## src/rtl/subtractor_line_serial_pkg.sv

```systemverilog
// ============================================================================
// Module      : subtractor_line_serial_pkg
// Description : Shared state encodings and sizing helpers for the serial subtractor.
// Revision    : 1.0 - initial release
// ============================================================================
`default_nettype none

package subtractor_line_serial_pkg;

    localparam logic [1:0] c_st_idle = 2'd0;
    localparam logic [1:0] c_st_run  = 2'd1;
    localparam logic [1:0] c_st_done = 2'd2;

    function automatic int nchunk(input int width, input int chunk);
        return width / chunk;
    endfunction

    // Counter width never drops below one bit, even for a single-chunk build.
    function automatic int cnt_width(input int n);
        int w;
        w = 1;
        while ((1 << w) < n) w++;
        return w;
    endfunction

endpackage

`default_nettype wire

```

## src/rtl/subtractor_line_serial_full_subtractor.sv

```systemverilog
// ============================================================================
// Module      : full_subtractor
// Description : One-bit full subtractor cell, d = a - b - bi with borrow out.
// Revision    : 1.0 - initial release
// ============================================================================
`default_nettype none

module full_subtractor
    import subtractor_line_serial_pkg::*;
(
    input  logic a,
    input  logic b,
    input  logic bi,
    output logic d,
    output logic bo
);

    assign d  = a ^ b ^ bi;
    assign bo = (~a & b) | (~(a ^ b) & bi);

endmodule

`default_nettype wire

```

## src/rtl/subtractor_line_serial.sv

```systemverilog
// ============================================================================
// Module      : subtractor_line_serial
// Description : Multi-cycle a0 - a1, CHUNK bits per clock with a carried borrow.
//               Optional SUB_OVERFLOW_EN adds a signed-overflow output ovf.
// Revision    : 1.0 - initial release
// ============================================================================
`default_nettype none

module subtractor_line_serial
    import subtractor_line_serial_pkg::*;
#(
    parameter int WIDTH = 8,
    parameter int CHUNK = 2
)(
    input  logic             clk,
    input  logic             rst_n,
    input  logic             start,
    input  logic [WIDTH-1:0] a0,
    input  logic [WIDTH-1:0] a1,
    output logic             busy,
    output logic             done,
    output logic [WIDTH:0]   diff
`ifdef SUB_OVERFLOW_EN
    ,
    output logic             ovf
`endif
);

    localparam int             NCHUNK = nchunk(WIDTH, CHUNK);
    localparam int             CW     = cnt_width(NCHUNK);
    localparam logic [CW-1:0]  c_last = CW'(NCHUNK - 1);

    generate
        if ((CHUNK < 1) || (WIDTH % CHUNK != 0)) begin : g_bad_chunk
            $error("subtractor_line_serial: CHUNK must divide WIDTH");
        end
    endgenerate

    logic [1:0]       r_state;
    logic [WIDTH-1:0] r_a;
    logic [WIDTH-1:0] r_b;
    logic             r_borrow;
    logic [CW-1:0]    r_cnt;
    logic [WIDTH-1:0] r_work;
    logic [WIDTH:0]   r_diff;

    logic [31:0]      w_sh;
    logic [CHUNK-1:0] w_ca;
    logic [CHUNK-1:0] w_cb;
    logic [CHUNK-1:0] w_cd;
    logic [CHUNK:0]   w_bc;
    logic [WIDTH-1:0] w_ins;
    logic [WIDTH-1:0] w_msk;
    logic [WIDTH-1:0] w_work_nxt;

    // Chunk k of each operand is brought down to bit 0 by shifting.
    assign w_sh    = 32'(r_cnt) * 32'(CHUNK);
    assign w_ca    = CHUNK'(r_a >> w_sh);
    assign w_cb    = CHUNK'(r_b >> w_sh);
    assign w_bc[0] = r_borrow;

    generate
        for (genvar i = 0; i < CHUNK; i++) begin : g_fs
            full_subtractor u_fs (
                .a  (w_ca[i]),
                .b  (w_cb[i]),
                .bi (w_bc[i]),
                .d  (w_cd[i]),
                .bo (w_bc[i+1])
            );
        end
    endgenerate

    assign w_ins      = WIDTH'(w_cd) << w_sh;
    assign w_msk      = WIDTH'({CHUNK{1'b1}}) << w_sh;
    assign w_work_nxt = (r_work & ~w_msk) | w_ins;

`ifdef SUB_OVERFLOW_EN
    logic r_ovf;
    logic w_ovf;

    assign w_ovf = (r_a[WIDTH-1] != r_b[WIDTH-1]) && (w_work_nxt[WIDTH-1] != r_a[WIDTH-1]);
    assign ovf   = r_ovf;

    always_ff @(posedge clk) begin
        if (!rst_n) begin
            r_ovf <= 1'b0;
        end else if ((r_state == c_st_run) && (r_cnt == c_last)) begin
            r_ovf <= w_ovf;
        end
    end
`endif

    always_ff @(posedge clk) begin
        if (!rst_n) begin
            r_state  <= c_st_idle;
            r_a      <= '0;
            r_b      <= '0;
            r_borrow <= 1'b0;
            r_cnt    <= '0;
            r_work   <= '0;
            r_diff   <= '0;
        end else begin
            case (r_state)
                c_st_idle, c_st_done: begin
                    if (start) begin
                        r_a      <= a0;
                        r_b      <= a1;
                        r_borrow <= 1'b0;
                        r_cnt    <= '0;
                        r_work   <= '0;
                        r_state  <= c_st_run;
                    end else begin
                        r_state  <= c_st_idle;
                    end
                end
                c_st_run: begin
                    r_work   <= w_work_nxt;
                    r_borrow <= w_bc[CHUNK];
                    r_cnt    <= r_cnt + 1'b1;
                    if (r_cnt == c_last) begin
                        r_diff  <= {w_bc[CHUNK], w_work_nxt};
                        r_state <= c_st_done;
                    end
                end
                default: r_state <= c_st_idle;
            endcase
        end
    end

    assign busy = (r_state == c_st_run);
    assign done = (r_state == c_st_done);
    assign diff = r_diff;

endmodule

`default_nettype wire
```

## config.mk

```make
export PLATFORM = sky130hd
export DESIGN_NAME = subtractor_line_serial
export DESIGN_NICKNAME = d
export VERILOG_FILES = /design/src/rtl/subtractor_line_serial_pkg.sv /design/src/rtl/subtractor_line_serial_full_subtractor.sv /design/src/rtl/subtractor_line_serial.sv
export SDC_FILE = /design/constraint.sdc
export NUM_CORES = 1
export LEC_CHECK = 0
export CAP_MARGIN = 0
export CORE_MARGIN = 3
export CORE_UTILIZATION = 46
export CTS_CLUSTER_DIAMETER = 80
export CTS_CLUSTER_SIZE = 24
export DETAILED_ROUTE_END_ITERATION = 8
export PLACE_DENSITY = 0.74
export SLEW_MARGIN = 20
export SYNTH_ARGS = -nofsm -noshare
export SYNTH_HDL_FRONTEND = slang
export SYNTH_SLANG_ARGS = --single-unit
```

## constraint.sdc

```tcl
create_clock -name clk -period 2.6 [get_ports clk]
set_input_delay 0.52 -clock clk [delete_from_list [all_inputs] [get_ports clk]]
set_output_delay 0.52 -clock clk [all_outputs]
set_load 0.01 [all_outputs]
```

==> metrics.csv, run 1 <==
stage;metric;value;unit
run_status;status;finished, final reports clean;
sta;Max Fclk;406.3;MHz
pwr;Comb power frac;15.4;%
cts;clk root buf;clkbuf_4;
finish;Layout Nets;231;
die;die height;65.58;um
pwr;sequential power share;55.0;%
placed_design;dpl cells;245;
detailed_routing;DR vias/cell;5.158;
critical_path;CP Class;flop to flop;
die;die area;0.004301;mm^2
finish;share of cells above drive strength 1;8.696;%
sta;Final Skew;0.01522;ns
sta;final period utilization;94.66;%
cts;CTS tree;built;
critical_path;family with the most delay on the worst path;adder cells;
critical_path;Worst Path Arrival;2.74;ns
finish;non-filler cells, final;253;
cts;hold-fix buffers at CTS;0;
finish;commonest non-fill, non-tap cell in the layout;nand2_1;
global_route;antenna violations before repair;0;
yosys;total of warnings raised by yosys;0;
cts;clk sinks;36;
sta;crit path time final;2.461;ns
pwr;Clock Power Share;29.6;%
placed_design;Area after DPL;0.001931;mm^2
sta;setup TNS;0;ns
placed_design;routability cong.;0.7728;
detailed_routing;Routed met1 length;1.474;mm
global_route;first-pass GRT wire length;5.802;mm
global_route;Tot GR Track Use;17.76;%
sta;Setup Viol. Count Final;0;
pwr;internal power;0.7858;mW
die;core area;0.003390;mm^2
yosys;register area share after synthesis;44.14;%
critical_path;Slowest-stage cell, CP;mux4_2;
detailed_routing;DRT Pass-1 Iters;4;
yosys;leading area contributor after synthesis;dfxtp_1;
finish;commonest cells after routing, fill and taps aside;nand2_1, dfxtp_1, clkdlybuf4s50_1;
pwr;pwr/cell area;536.1;mW/mm^2
sta;final slew viol count;0;
critical_path;CP most frequent cell;fa_1;
placed_design;port buffer count;29;
min_path;hold crit path type;flop to flop;
die;Die Width;65.58;um
global_route;GR Overflow Total;0;
critical_path;crit path cell chain;mux4_2 > fa_1 > fa_1 > or3_1 > a21boi_1;
pwr;P_sw;0.2821;mW
sta;Rel. slew slack;54.98;%
pwr;Max VDD drop;295.1;uV
detailed_routing;Vias;1305;
global_route;vias in the first global route;1300;
sta;Slew @ Worst Pin;0.6753;ns
pwr;Static Leak;0.7649;nW
detailed_routing;Post-DRT Antenna Nets;0;
placed_design;DP Worst Slack;0.1788;ns
cts;Setup Fix Bufs, Post-CTS;0;
detailed_routing;WL met2;1.520;mm
finish;design area;0.001992;mm^2
critical_path;buffer and inverter count on the worst path;0;
critical_path;CP endpoint kind;flop;
die;Top Ports;30;
detailed_routing;Post-Route WL;3.270;mm
cts;Num CTS Buffers;5;
detailed_routing;drt wl/cell;12.92;um
detailed_routing;drt first-iter violations;92;
yosys;Synth top area share;44.14;%
pwr;switching part of the total;26.41;%
critical_path;crit-path max FO;4;
cts;CTS Buffer Depth;2;
yosys;synthesized net count;203;
critical_path;critical path data required time;2.88;ns
finish;Antenna diodes;0;
yosys;Mapped Cells;178;
detailed_routing;DRC violations left;0;
cts;H-Tree Depth;2;
cts;cts repair resizes;0;
critical_path;Worst path max stage delay;0.54;ns
die;row count;21;
finish;area grow syn2layout;21.99;%
yosys;syn_area_per_cell;9.173;um^2
sta;final worst setup slack;0.1388;ns
global_route;largest net degree at the start of global routing;23;
yosys;FF+latch count, synth;36;
critical_path;Critical Path Start Type;flop;
sta;Fin. Hold Viols;0;
run;Max Cap Viol;0;
detailed_routing;met3 WL;183;um
yosys;synthesized area;0.001633;mm^2
cts;Clock Latency Late Sink;0.35;ns
yosys;most area-consuming cells after synthesis;dfxtp_1, nand2_1, a21boi_0;
detailed_routing;DR top layer;met4;
placed_design;HPWL Detailed;2.371;mm
cts;CTS clk-pin slew, worst paths;0.10;ns
die;Starting Density;48.17;%
sta;RSZ-0062 raised after global routing;no;
yosys;Cell variety after synth;27;
[per-layer routing]
metal  track usage (%)  up-vias
li1                  -      662
met3             5.983       10
met2             28.32       37
met1             21.16      596
met4             9.067        0
met5                 0        -
[registers in the layout, summed over array words and instances, names as in the netlist]
name / cells
r_a: 8
r_cnt: 2
r_work: 6
r_b: 8
r_state: 2
diff: 9
r_borrow: 1
[path summary, 6_finish.rpt]
kind | from | end | slack (ns) | depth (start not counted)
worst max-delay path | r_cnt[0]$_SDFFE_PN0P_ | diff[7]$_SDFFE_PN0P_ | 0.14 | 5
worst min-delay path | diff[6]$_SDFFE_PN0P_ | diff[6]$_SDFFE_PN0P_ | 0.46 | 2
worst max register to register | r_cnt[0]$_SDFFE_PN0P_ | diff[7]$_SDFFE_PN0P_ | 0.14 | 5
worst min register to register | diff[6]$_SDFFE_PN0P_ | diff[6]$_SDFFE_PN0P_ | 0.46 | 2
[tightest hold or removal path: cells and delay by family (launching register included)]
family | cells | cell delay [ns]
AO/OA/AOI/OAI | 1 | 0.05
flip-flops | 1 | 0.33
AND/OR/NAND/NOR | 1 | 0.05
[cells in the mapped netlist]
library cell  instances
nand2_1              40
a21boi_0             14
o21ai_0              13
a21oi_1               8
buf_6                 3
buf_2                 4
nand2b_1              4
clkbuf_1              3
nor2b_1               1
nand3_1               2
o21a_1                1
ha_1                  4
buf_4                 3
and2_1                2
inv_1                 8
fa_1                  2
nand4_1               6
and3b_1               1
or3_1                 2
nand3b_4              1
and2b_1               1
a2bb2oi_1             4
a21boi_1              7
dfxtp_1              36
mux4_2                4
nor3_1                3
nor2_1                1
[cells by family (layout without fill, tap and decap cells)]
kind of cell	after synthesis	count (layout)	share of synthesized area, %
and+or+nand+nor	64	64	18.93
AOI/OAI and AO/OA	47	47	18.70
DFF	36	36	44.14
buffers and inverters	21	50	7.203
adders and majority gates	6	6	5.517
muxes	4	4	5.517
[power by group through the flow]
stage	sequential, mW	combinational, mW	clock, mW
after floorplan	0.596	0.116	0
after global placement	0.599	0.161	0
after detailed placement	0.600	0.165	0
after CTS	0.587	0.166	0.326
after global routing	0.591	0.184	0.348
final	0.587	0.165	0.316
[through the flow]
| step | utilization [%] | hold WS [ns] | power (mW) |
|---|---|---|---|
| after detailed placement | 56.96 | 0.4485 | 0.7646 |
| after global placement | 56.96 | 0.4422 | 0.7597 |
| final | 58.77 | 0.4624 | 1.068 |
| after CTS | 58.77 | 0.4633 | 1.079 |
| after global routing | 58.77 | 0.4859 | 1.123 |
| after floorplan | - | 0.4319 | 0.7118 |
[cell type report]
cell class	instances	area, um^2
Fill cell	287	1398
Multi-Input combinational cell	121	794.5
Sequential cell	36	720.7
Timing Repair Buffer	34	327.8
Tap cell	46	57.56
Clock buffer	6	51.30
Inverter	8	30.03
Clock inverter	2	10.01
No activity file was read; power rests on OpenSTA's default activity.
==> inputs of run 2 (changes only) <==
--- a/config.mk
+++ b/config.mk
@@ -5,10 +5,10 @@
 export SDC_FILE = /design/constraint.sdc
 export NUM_CORES = 1
 export LEC_CHECK = 0
+export ABC_CLOCK_PERIOD_IN_PS = 2600
 export CAP_MARGIN = 0
 export CORE_MARGIN = 3
 export CORE_UTILIZATION = 46
-export CTS_CLUSTER_DIAMETER = 80
 export CTS_CLUSTER_SIZE = 24
 export DETAILED_ROUTE_END_ITERATION = 8
 export PLACE_DENSITY = 0.74
==> results of run 2 <==
No change in the layout: final DEF, timing and power equal those of run 1.
==> RTL change 1: new RTL, settings of run 1 <==
The parameter `WIDTH` goes from 8 to 12.
--- a/src/rtl/subtractor_line_serial.sv
+++ b/src/rtl/subtractor_line_serial.sv
@@ -9,7 +9,7 @@
 module subtractor_line_serial
     import subtractor_line_serial_pkg::*;
 #(
-    parameter int WIDTH = 8,
+    parameter int WIDTH = 12,
     parameter int CHUNK = 2
 )(
     input  logic             clk,
Interface: changed (resized a0, a1 and diff); port bits go from 30 to 42. The function was not compared with the original's and may differ.
==> RTL change 1 against run 1 <==
- global-route usage about the same
- non-clock buffer count increased by 21
- final area increased by 48%
- routed wire length increased by 56%
- worst setup slack got worse by 43 ps
- area after synthesis increased by 42%
- cell count increased by 54%
- sequential cell count increased by 17
- total power increased by 46%
- highest routed layer unchanged
==> RTL change 1: results (changes against run 1) <==
drt:
  drt-vias-per-instance: 5.252  # was 5.158
  dr.first_iter.drc_count: 122  # was 92
layout:
  final.fill_count: 446  # was 287
  final_cells: 389  # was 253
  finish.instance_area_mm2: 0.002953  # was 0.001992 mm²
  post_route_cells_drive_above_1_share_pct: 11.18  # was 8.696%
  final_nets: 356  # was 231
cts:
  cts.sink_count: 53  # was 36
  insertion_delay_ps: 300  # was 350 ps
global_route:
  grt_max_degree: 36  # was 23
  globalRouteTotalUtil_pct: 17.75  # was 17.76%
  grt_pass1_wl_um: 8700  # was 5802 µm
place:
  place_inst: 382  # was 245
  globalplace.congestion: 0.8579  # was 0.7728
  estimated_wirelength_of_the_detail_placed_design_um: 3669  # was 2371 µm
  detailed_place.area_mm2: 0.002826  # was 0.001931 mm²
  placement.io_buffers: 41  # was 29
  preCtsSetupSlack_ps: 16.51  # was 178.8 ps
yosys:
  ys_top_cells_by_count: "nand2_1 (61), dfxtp_1 (53), a21oi_1 (50)"  # was nand2_1 (40), dfxtp_1 (36), a21boi_0 (14)
  most_area_consuming_cells_after_synthesis: "dfxtp_1 (46%), a21oi_1 (11%), nand2_1 (9.9%)"  # was dfxtp_1 (44%), nand2_1 (9.2%), a21boi_0 (6.4%)
  synth_nets: 315  # was 203
  synth.yosys.seq_area_share_pct: 45.86  # was 44.14%
power_and_ir_drop:
  total_leakage_power_nw: 1.059  # was 0.7649 nW
  ir_drop_v: 0.0002845  # was 0.0002951 V
critical_path:
  timing.critical_path.arrival_ps: 2730  # was 2740 ps
  critical_path.max_stage_delay_ps: 480  # was 540 ps
sta:
  tightest_slew_ps: 691.0  # was 675.3 ps
outcome:
  run_status: "completed"  # unchanged
[RTL change 1: cell count changes in the layout (fill, tap and decap cells not counted), moves of 7 or more]
cell,delta
a21boi_0,-14
a21boi_1,-7
a21oi_1,+41
buf_4,+8
clkdlybuf4s50_1,+12
dfxtp_1,+14
mux2i_1,+10
nand2_1,+21
o21ai_0,-10
o21ai_1,+17
[RTL change 1: kinds of logic after synthesis]
logic type               after synthesis  share of synthesized area, %
flip-flops                            53                         45.86
AND/OR/NAND/NOR                      103                         21.26
buffers and inverters                 26                         4.651
adder cells (fa/ha/maj)                7                         4.435
multiplexers                          12                         5.300
AO/OA/AOI/OAI                         80                         18.50
[RTL change 1: layout make-up]
class                   instances  share of cell area, %
repair buffers                 55                  17.58
clock buffers                   7                  2.924
well taps                      67                  2.839
inverters                       5                 0.6356
flip-flops and latches         53                  36.23
multi-input cells             202                  39.79
[RTL change 1: path summary, 6_finish.rpt]
path	from	end	slack [ps]	cells past startpoint
min reg2reg	diff[10]	diff[10]	460	2
min	diff[10]	diff[10]	460	2
max	r_cnt[0]	r_work[3]	100	7
max reg2reg	r_cnt[0]	r_work[3]	100	7
[RTL change 1: repair_timing]
item | 4_1_cts | 5_1_grt
endpoints found under the setup margin | 1 | 10
pin swaps | 0 | 2
resized for setup | 1 | 11
buffers inserted | 0 | 0
hold buffers | 0 | 0
[RTL change 1: per-layer routing]
metal / global-route usage (%) / wire [µm]
met5: 0 / 0
met4: 7.790 / 103
met3: 3.756 / 219
met2: 29.01 / 2420
met1: 22.48 / 2341
[RTL change 1: power breakdown]
part	switching, mW	internal (mW)	total, mW
combinational	0.129	0.113	0.242
sequential	0.0203	0.841	0.862
clock	0.249	0.212	0.461
total	0.398	1.17	1.56
==> RTL change 2: new RTL, config.mk and constraints of run 1 <==
Without the edit above. Add an input register stage for `start`, `a0` and `a1`, without a reset; this delays them by one clock. Comments in the files are not updated.
--- a/src/rtl/subtractor_line_serial.sv
+++ b/src/rtl/subtractor_line_serial.sv
@@ -29,6 +29,16 @@
     localparam int             NCHUNK = nchunk(WIDTH, CHUNK);
     localparam int             CW     = cnt_width(NCHUNK);
     localparam logic [CW-1:0]  c_last = CW'(NCHUNK - 1);
+
+    logic start_q;
+    logic [WIDTH-1:0] a0_q;
+    logic [WIDTH-1:0] a1_q;
+
+    always_ff @(posedge clk) begin
+        start_q <= start;
+        a0_q    <= a0;
+        a1_q    <= a1;
+    end
 
     generate
         if ((CHUNK < 1) || (WIDTH % CHUNK != 0)) begin : g_bad_chunk
@@ -103,9 +113,9 @@
         end else begin
             case (r_state)
                 c_st_idle, c_st_done: begin
-                    if (start) begin
-                        r_a      <= a0;
-                        r_b      <= a1;
+                    if (start_q) begin
+                        r_a      <= a0_q;
+                        r_b      <= a1_q;
                         r_borrow <= 1'b0;
                         r_cnt    <= '0;
                         r_work   <= '0;
Formal check against the unedited RTL: not equivalent (a bounded check fails within 4 cycles, from zero or initial values and one cycle with rst_n low).
==> RTL change 2 against run 1 <==
- worst setup slack better by 42 ps
- area after synthesis up 19%
- routed wire length up 5.0%
- total power up 38%
- worst hold slack worse by 25 ps
- utilization down 0.58 points
- sequential cell count up 17
- first-iteration DRC count up 8.7%
- final area up 19%
- critical path type unchanged
- critical endpoint unchanged
- largest cell class is now flip-flops and latches
- largest power group unchanged
- highest routed layer unchanged
==> RTL change 2: results (changes against run 1) <==
outcome:
  run_status: "completed"  # unchanged
yosys:
  post_synth_mux_area_share_pct: 4.621  # was 5.517%
  syn-instance-count: 195  # was 178
  post_synth_xor_area_fraction_pct: 0  # unchanged
  most_area_consuming_cells_after_synthesis: "dfxtp_1 (54%), nand2_1 (7.7%), a21boi_1 (6.9%)"  # was dfxtp_1 (44%), nand2_1 (9.2%), a21boi_0 (6.4%)
  dominant_synthesized_flop_cell: "dfxtp_1"  # unchanged
  synth-compound-area-share_pct: 15.66  # was 18.70%
  synth.yosys.seq_area_share_pct: 54.43  # was 44.14%
  ys_top_cells_by_count: "dfxtp_1 (53), nand2_1 (40), a21boi_1 (18)"  # was nand2_1 (40), dfxtp_1 (36), a21boi_0 (14)
  synth_cell_type_count: 28  # was 27
  synth_nets: 220  # was 203
  synth_fa_ha_area_share_pct: 4.621  # was 5.517%
  proportion_of_register_bits_with_asynchronous_set_or_reset_after_synthesis_pct: 0  # unchanged
global_route:
  grt_util_met2_pct: 25.54  # was 28.32%
  grtUsageMet1_pct: 18.04  # was 21.16%
  grt_max_degree: 38  # was 23
  grtUsageMet3_pct: 3.977  # was 5.983%
  globalRouteTotalUtil_pct: 15.33  # was 17.76%
  grt_pass1_wl_um: 6058  # was 5802 µm
drt:
  route.layer.met1.wl_um: 1512  # was 1474 µm
  route.vias.total: 1360  # was 1,305
  drt-vias-per-instance: 4.964  # was 5.158
  route.top_layer_used: "met4"  # unchanged
  met2_wirelength_um: 1701  # was 1520 µm
  routed_wl_um: 3435  # was 3270 µm
  wl_met3_um: 149  # was 183 µm
  dr.first_iter.drc_count: 100  # was 92
place:
  place_inst: 267  # was 245
  preCtsSetupSlack_ps: 189.1  # was 178.8 ps
  placement.io_buffers: 29  # unchanged
  estimated_wirelength_of_the_detail_placed_design_um: 2354  # was 2371 µm
  globalplace.congestion: 0.8416  # was 0.7728
critical_path:
  worst-r2r-setup-slack_ps: 180  # was 140 ps
  worst-r2r-cell-count: 7  # was 5
  timing.critical_path.arrival_ps: 2660  # was 2740 ps
  path_max_fanout: 12  # was 4
  timing.rr.end: "diff[7]"  # unchanged
cts:
  cts_buffer_depth: 2  # unchanged
  clock-root-buffer: "clkbuf_8"  # was clkbuf_4
  cts_buffers: 5  # unchanged
  insertion_delay_ps: 310  # was 350 ps
  cts.repair_timing.setup_buffer_count: 0  # unchanged
sta:
  max_slew_margin_pct: 55.23  # was 54.98%
  clock-skew-final_ps: 6.858  # was 15.22 ps
layout:
  final_nets: 249  # was 231
  post_route_cells_drive_above_1_share_pct: 8.482  # was 8.696%
  final.fill_count: 373  # was 287
  largest_register_ffs: 9  # unchanged
worst_hold_path:
  min_to: "r_b[4]"  # was diff[6]
  hold_start: "a1_q[4]"  # was diff[6]
  min_path_cells: 2  # unchanged
  min-delay-path-class: "reg2reg"  # unchanged
power_and_ir_drop:
  ir_drop_v: 0.0004402  # was 0.0002951 V
  total_leakage_power_nw: 0.8862  # was 0.7649 nW
-- RTL change 2: cell count changes after synthesis, moves of 2 or more --
cell	before	now
dfxtp_1	36	53
buf_6	3	0
a21boi_1	7	18
o21ai_1	0	6
buf_2	4	6
o21ai_0	13	7
a21boi_0	14	3
-- RTL change 2: power breakdown --
| part | switching, mW | internal, mW |
|---|---|---|
| Combinational | 0.0805 | 0.0860 |
| Clock | 0.260 | 0.186 |
| Sequential | 0.0164 | 0.847 |
-- RTL change 2: kinds of logic after synthesis --
| logic type | count (synthesis) |
|---|---|
| muxes | 4 |
| adders and majority gates | 6 |
| and+or+nand+nor | 64 |
| buffers and inverters | 21 |
| DFF | 53 |
| AOI/OAI and AO/OA | 47 |
-- RTL change 2: layout make-up --
class / count / area [µm²] / area share (%)
repair buffers: 35 / 335.3 / 14.20
inverters: 8 / 30.03 / 1.272
clock buffers: 5 / 68.82 / 2.915
clock inverters: 2 / 16.27 / 0.6889
multi-input cells: 121 / 787.0 / 33.33
flip-flops and latches: 53 / 1061 / 44.94
well taps: 50 / 62.56 / 2.650
-- RTL change 2: worst max-delay path by stage --
stage	from	end	slack, ps
finish	r_cnt[0]	diff[7]	180
CTS	r_cnt[0]	diff[7]	160
detailed placement	r_cnt[0]	diff[7]	190
global placement	r_cnt[0]	diff[7]	250
global route	r_cnt[0]	diff[7]	40
floorplan	r_cnt[0]	diff[7]	130
-- RTL change 2: critical path, cell delays in order, from the launching register on --
cell,delay (ps)
dfxtp_1,370
buf_4,210
mux4_2,500
inv_1,90
fa_1,190
fa_1,470
or3_1,390
a21boi_1,130
-- RTL change 2: metrics by stage --
stage               instance area (µm²)  hold slack [ps]
floorplan                          1949            416.2
global placement                   2276            421.6
detailed placement                 2276            425.4
CTS                                2361            439.2
global route                       2361            456.9
finish                             2361            437.3
